File: config.mk
export PLATFORM = sky130hd
export DESIGN_NAME = adder_tree_feeder_flat
export DESIGN_NICKNAME = d
export VERILOG_FILES = /design/src/rtl/adder_tree_feeder_if.sv /design/src/rtl/adder_tree_feeder.sv /design/src/flat_wrapper.sv
export SDC_FILE = /design/constraint.sdc
export NUM_CORES = 1
export LEC_CHECK = 0
export ABC_CLOCK_PERIOD_IN_PS = 2600
export CAP_MARGIN = 20
export CELL_PAD_IN_SITES_DETAIL_PLACEMENT = 0
export CELL_PAD_IN_SITES_GLOBAL_PLACEMENT = 1
export CORE_AREA = 2 2 143 131
export DETAILED_ROUTE_END_ITERATION = 10
export DIE_AREA = 0 0 145 133
export GPL_ROUTABILITY_DRIVEN = 0
export PLACE_DENSITY_LB_ADDON = 0.2
export SYNTH_ARGS = -nofsm -noshare
export SYNTH_HDL_FRONTEND = slang
export SYNTH_SLANG_ARGS = --single-unit
export TNS_END_PERCENT = 50
File: constraint.sdc
create_clock -name clk -period 2.6 [get_ports clk]
set_input_delay 0.52 -clock clk [delete_from_list [all_inputs] [get_ports clk]]
set_output_delay 0.52 -clock clk [all_outputs]
set_load 0.02 [all_outputs]
File: src/rtl/adder_tree_feeder_if.sv
// adder_tree_feeder_if: operand stream in, frame sum out; master drives operands and takes results
interface adder_tree_feeder_if #(
    parameter int ADDER_WIDTH = 13,
    parameter int SUM_W = 16
);
    logic in_valid;
    logic in_ready;
    logic [ADDER_WIDTH-1:0] in_data;
    logic res_valid;
    logic res_ready;
    logic [SUM_W-1:0] res_data;
    modport master (output in_valid, in_data, res_ready, input in_ready, res_valid, res_data);
    modport slave (input in_valid, in_data, res_ready, output in_ready, res_valid, res_data);
endinterface

File: src/rtl/adder_tree_feeder.sv
// adder_tree_feeder: gathers NUM_OPS operands for the adder tree, waits its latency, returns the sum.
// Define FEEDER_SELF_CHECK_EN to cross-check tree_sum against a local accumulator (err flag).
module adder_tree_feeder #(
    parameter int ADDER_WIDTH = 13,
    parameter int NUM_OPS = 8,
    parameter int TREE_LATENCY = 2,
    localparam int SUM_W = ADDER_WIDTH + $clog2(NUM_OPS)
) (
    input  logic clk,
    input  logic rst,
    adder_tree_feeder_if.slave s,
    output logic [NUM_OPS*ADDER_WIDTH-1:0] op_bus,
    input  logic [SUM_W-1:0] tree_sum,
    output logic err
);
    localparam int CW = $clog2(NUM_OPS);
    localparam int WW = $clog2(TREE_LATENCY + 2);
    typedef enum logic [1:0] {FILL, WAIT, HOLD} state_t;
    state_t state, state_n;
    logic [CW-1:0] cnt;
    logic [WW-1:0] wcnt;
    logic accept, last, capture, res_hs;
    assign s.in_ready = state == FILL && !rst;
    always_comb begin
        accept = s.in_valid && s.in_ready;
        last = accept && cnt == CW'(NUM_OPS - 1);
        capture = state == WAIT && wcnt == WW'(TREE_LATENCY);
        res_hs = s.res_valid && s.res_ready;
        state_n = last ? WAIT : capture ? HOLD : res_hs ? FILL : state;
    end
    always_ff @(posedge clk) begin
        if (rst) state <= FILL;
        else state <= state_n;
    end
    always_ff @(posedge clk) begin
        if (rst) begin
            cnt <= '0;
            wcnt <= '0;
            op_bus <= '0;
            s.res_valid <= 1'b0;
            s.res_data <= '0;
        end else begin
            if (accept) begin
                op_bus[cnt*ADDER_WIDTH +: ADDER_WIDTH] <= s.in_data;
                cnt <= last ? '0 : cnt + CW'(1);
            end
            wcnt <= state == WAIT ? wcnt + WW'(1) : '0;
            if (capture) begin
                s.res_data <= tree_sum;
                s.res_valid <= 1'b1;
            end
            if (res_hs) s.res_valid <= 1'b0;
        end
    end
`ifdef FEEDER_SELF_CHECK_EN
    logic [SUM_W-1:0] acc;
    // acc restarts whenever the FSM re-enters FILL (reset or result handshake)
    always_ff @(posedge clk) begin
        if (rst || res_hs) acc <= '0;
        else if (accept) acc <= acc + SUM_W'(s.in_data);
        if (rst) err <= 1'b0;
        else if (capture && tree_sum != acc) err <= 1'b1;
    end
`else
    assign err = 1'b0;
`endif
endmodule

File: src/flat_wrapper.sv
// flat-port wrapper written by rule: the top's interface ports become plain ports
module adder_tree_feeder_flat 
#(
    parameter int ADDER_WIDTH = 13,
    parameter int NUM_OPS = 8,
    parameter int TREE_LATENCY = 2,
    localparam int SUM_W = ADDER_WIDTH + $clog2(NUM_OPS)
)
  (clk, rst, op_bus, tree_sum, err, s_in_valid, s_in_data, s_res_ready, s_in_ready, s_res_valid, s_res_data);
  adder_tree_feeder_if #(.ADDER_WIDTH(ADDER_WIDTH), .SUM_W(16)) s_i ();
  input  logic clk;
  input  logic rst;
  output logic [NUM_OPS*ADDER_WIDTH-1:0] op_bus;
  input  logic [SUM_W-1:0] tree_sum;
  output logic err;
  input wire logic [$bits(s_i.in_valid)-1:0] s_in_valid;
  input wire logic [$bits(s_i.in_data)-1:0] s_in_data;
  input wire logic [$bits(s_i.res_ready)-1:0] s_res_ready;
  output wire logic [$bits(s_i.in_ready)-1:0] s_in_ready;
  output wire logic [$bits(s_i.res_valid)-1:0] s_res_valid;
  output wire logic [$bits(s_i.res_data)-1:0] s_res_data;
  assign s_i.in_valid = s_in_valid;
  assign s_i.in_data = s_in_data;
  assign s_i.res_ready = s_res_ready;
  assign s_in_ready = s_i.in_ready;
  assign s_res_valid = s_i.res_valid;
  assign s_res_data = s_i.res_data;
  adder_tree_feeder #(.ADDER_WIDTH(ADDER_WIDTH), .NUM_OPS(NUM_OPS), .TREE_LATENCY(TREE_LATENCY)) u_core (.clk(clk), .rst(rst), .s(s_i), .op_bus(op_bus), .tree_sum(tree_sum), .err(err));
endmodule
==> out/metrics.cfg <==
[global_routing]
gr-usage-all-layers_pct = 16.1
grt_start_max_net_pins = 68
grt_first_pass_wirelength_um = 23700
antenna_found_initial = 0
total_congestion_overflow_after_global_routing = 0
first_global_vias = 4114

[clock_tree]
cts.path.max_buffers = 2
clock_tree_from_tritoncts = yes
ctsHoldBuffers = 0
cts_post_setup_buffers_inserted = 0
cts_made_buffers = 17
resize_count_post_cts = 0
clock_latency_ns = 0.41
cts_root_buf = clkbuf_16
ctsHtreeMaxLevel = 4
cts.sink_count = 128
worst_setup_hold_path_clk_slew_ns = 0.06

[final_layout]
num-fill-cells = 1744
finalNetCount = 691
drive_gt1_share_pct = 11.4
area.growth.synth_to_final_pct = 45.2
area_of_combinational_cells_with_multiple_inputs_um2 = 2500
diodes = 0
total_area_of_sequential_cells_um2 = 2560

[power]
switching_share_pct = 22.2
cellInternalPower_mw = 3.62
combinationalPowerShare_pct = 5.8
p_total_mw = 4.65
power_density_nw_per_um2 = 611
netSwitchingPower_mw = 1.03
power.static_leakage_nw = 3.24
clkPwrFrac_pct = 51.4
part_of_the_power_in_registers_pct = 42.8
max_rail_drop_vdd_mv = 0.395

[yosys]
synth_top_cell_area_share_pct = 48.9
synth_top_area_cell = dfxtp_1
synth_enable_flop_cells = 0
syn-num-nets = 536
netlist_top_cells_count = dfxtp_1 (128), nand2b_1 (92), mux2i_1 (84)
synth-seq-area-share_pct = 48.9
synth.ff_latch_count = 128
synthMostInstantiatedCell = dfxtp_1
syn-mean-instance-area_um2 = 10.5
postSynthCellCount = 497
yosysWarningCount = 0
total_standard_cell_area_after_synthesis_um2 = 5240
synth_async_sr_flop_share_pct = 0
yosys-top-cells-area = dfxtp_1 (49%), mux2i_1 (16%), nand2b_1 (11%)
synth_cell_type_count = 33
synth-main-ff-cell = dfxtp_1

[critical_path]
category_of_the_worst_setup_path_launch_point = register
crit_arrival_ns = 1.66
critPathCaptureType = primary output
worstPathMaxFanout = 7
worst-setup-path-type = reg2out
cp_data_required_time_ns = 2.08

[sta]
fin_skew_ns = 0.00829
hold_violations = 0
fin_crit_sh_pct = 83.8
setup_tns_ns = 0
slew_margin_rel_pct = 51.5
report.final.slew_viol_count = 0
final_period_minus_worst_setup_slack_ns = 2.18
timing_worst_slew_pin_value_ns = 0.726
rsz_0062_raised_after_global_routing = false
upper_clock_frequency_limit_ghz = 0.459
setup_slack_ns = 0.422
setup_viol = 0

[floorplan]
design.die.area_um2 = 19300
dieWidth_um = 145
dieHeight_um = 133
initial_core_util_pct = 29.2
fp.coreArea_um2 = 17900
rows = 47
io_pins = 156

[route]
drc = 0
detail_route.wl_per_cell_um = 16.5
via_count = 3984
ant_nets = 0
drt_pre_antenna_iters = 4
via_per_instance_ratio = 4.38
detail_route.iter0.violations = 117
wl_um = 15000

[place]
dp_hpwl_um = 10500
port_buffer_count = 154
dpl_worst_slack_ns = 0.375

[status]
status = completed

[worst_hold_path]
min_path_type = in2reg

[job]
max-cap-violations = 0

[worst paths after layout]
| kind | from | to | slack (ns) | cells past startpoint |
|---|---|---|---|---|
| setup / recovery | u_core.state[1] | s_in_ready | 0.42 | 2 |
| hold / removal | rst | u_core.s.res_data[3] | 0.36 | 2 |
| setup reg to reg | u_core.cnt[0] | u_core.op_bus[10] | 0.49 | 6 |
| hold reg to reg | u_core.wcnt[0] | u_core.wcnt[0] | 0.41 | 1 |
[critical path, cell delays in order (launching register included)]
cell and delay [ns]:
dfxtp_1 0.39, nor3_1 0.21, clkdlybuf4s50_1 0.65
[registers in the layout (all words and copies together), names as in the netlist]
name	count
u_core.s.res_data	16
u_core.state	2
u_core.s.res_valid	1
u_core.op_bus	104
u_core.wcnt	2
u_core.cnt	3
[cell usage in the layout (no fill, tap or decap), types with 2 or more instances in the layout]
master / synthesis / routed
a21oi_1: 21 / 21
and3b_1: 2 / 2
buf_4: 4 / 13
bufinv_16: 0 / 2
clkbuf_1: 14 / 2
clkbuf_16: 0 / 17
clkbuf_8: 0 / 4
clkdlybuf4s50_1: 0 / 153
clkinv_2: 0 / 3
clkinvlp_4: 0 / 3
dfxtp_1: 128 / 128
ha_1: 6 / 6
inv_1: 3 / 3
mux2_2: 14 / 14
mux2_4: 6 / 6
mux2i_1: 84 / 84
nand2_1: 62 / 62
nand2b_1: 92 / 92
nand3_2: 4 / 4
nand3b_1: 3 / 3
nand4_4: 3 / 3
nor2_1: 5 / 5
nor2b_1: 21 / 21
[power by group through the flow]
stage | clock network (mW) | logic (mW) | registers [mW]
after floorplan | 0 | 0.125 | 2.05
after global placement | 0 | 0.269 | 2.03
after detailed placement | 0 | 0.272 | 2.03
after CTS | 2.47 | 0.273 | 1.99
after global routing | 2.55 | 0.289 | 1.99
final | 2.39 | 0.269 | 1.99
[logic make-up (layout without fill, tap and decap cells)]
family	after synthesis	count (layout)	synth area share, %
flip-flops	128	128	48.9
AO/OA/AOI/OAI	23	23	2.34
adder cells (fa/ha/maj)	6	6	1.43
AND/OR/NAND/NOR	200	200	22.5
XOR/XNOR	2	2	0.621
multiplexers	104	104	20.8
other	1	1	0.0716
buffers and inverters	33	201	3.39
[final cells by class]
class | count | area share, %
Multi-Input combinational cell | 336 | 32.9
Timing Repair Buffer | 166 | 21.4
Tap cell | 245 | 4.03
Sequential cell | 128 | 33.7
Clock buffer | 23 | 6.41
Inverter | 3 | 0.148
Clock inverter | 9 | 1.40
[stage by stage]
stage / instances / hold slack [ns] / area [um2] / util [%]
2_1_floorplan: 497 / 0.390 / 5240 / -
3_3_place_gp: 878 / 0.398 / 7010 / 39.1
4_1_cts: 910 / 0.339 / 7610 / 42.4
5_1_grt: 910 / 0.338 / 7610 / 42.4
3_5_place_dp: 878 / 0.404 / 7010 / 39.1
6_report: 910 / 0.362 / 7610 / 42.4
[routing by layer]
layer	part of all wire, %	wire length [um]	GRT usage, %	up-vias
met2	46	6830	25.0	98
met3	5.8	865	6.76	6
li1	-	-	-	1958
met4	0.51	76	3.96	0
met5	0	0	0	-
met1	48	7220	20.8	1922
No activity file was read; power rests on OpenSTA's default activity.
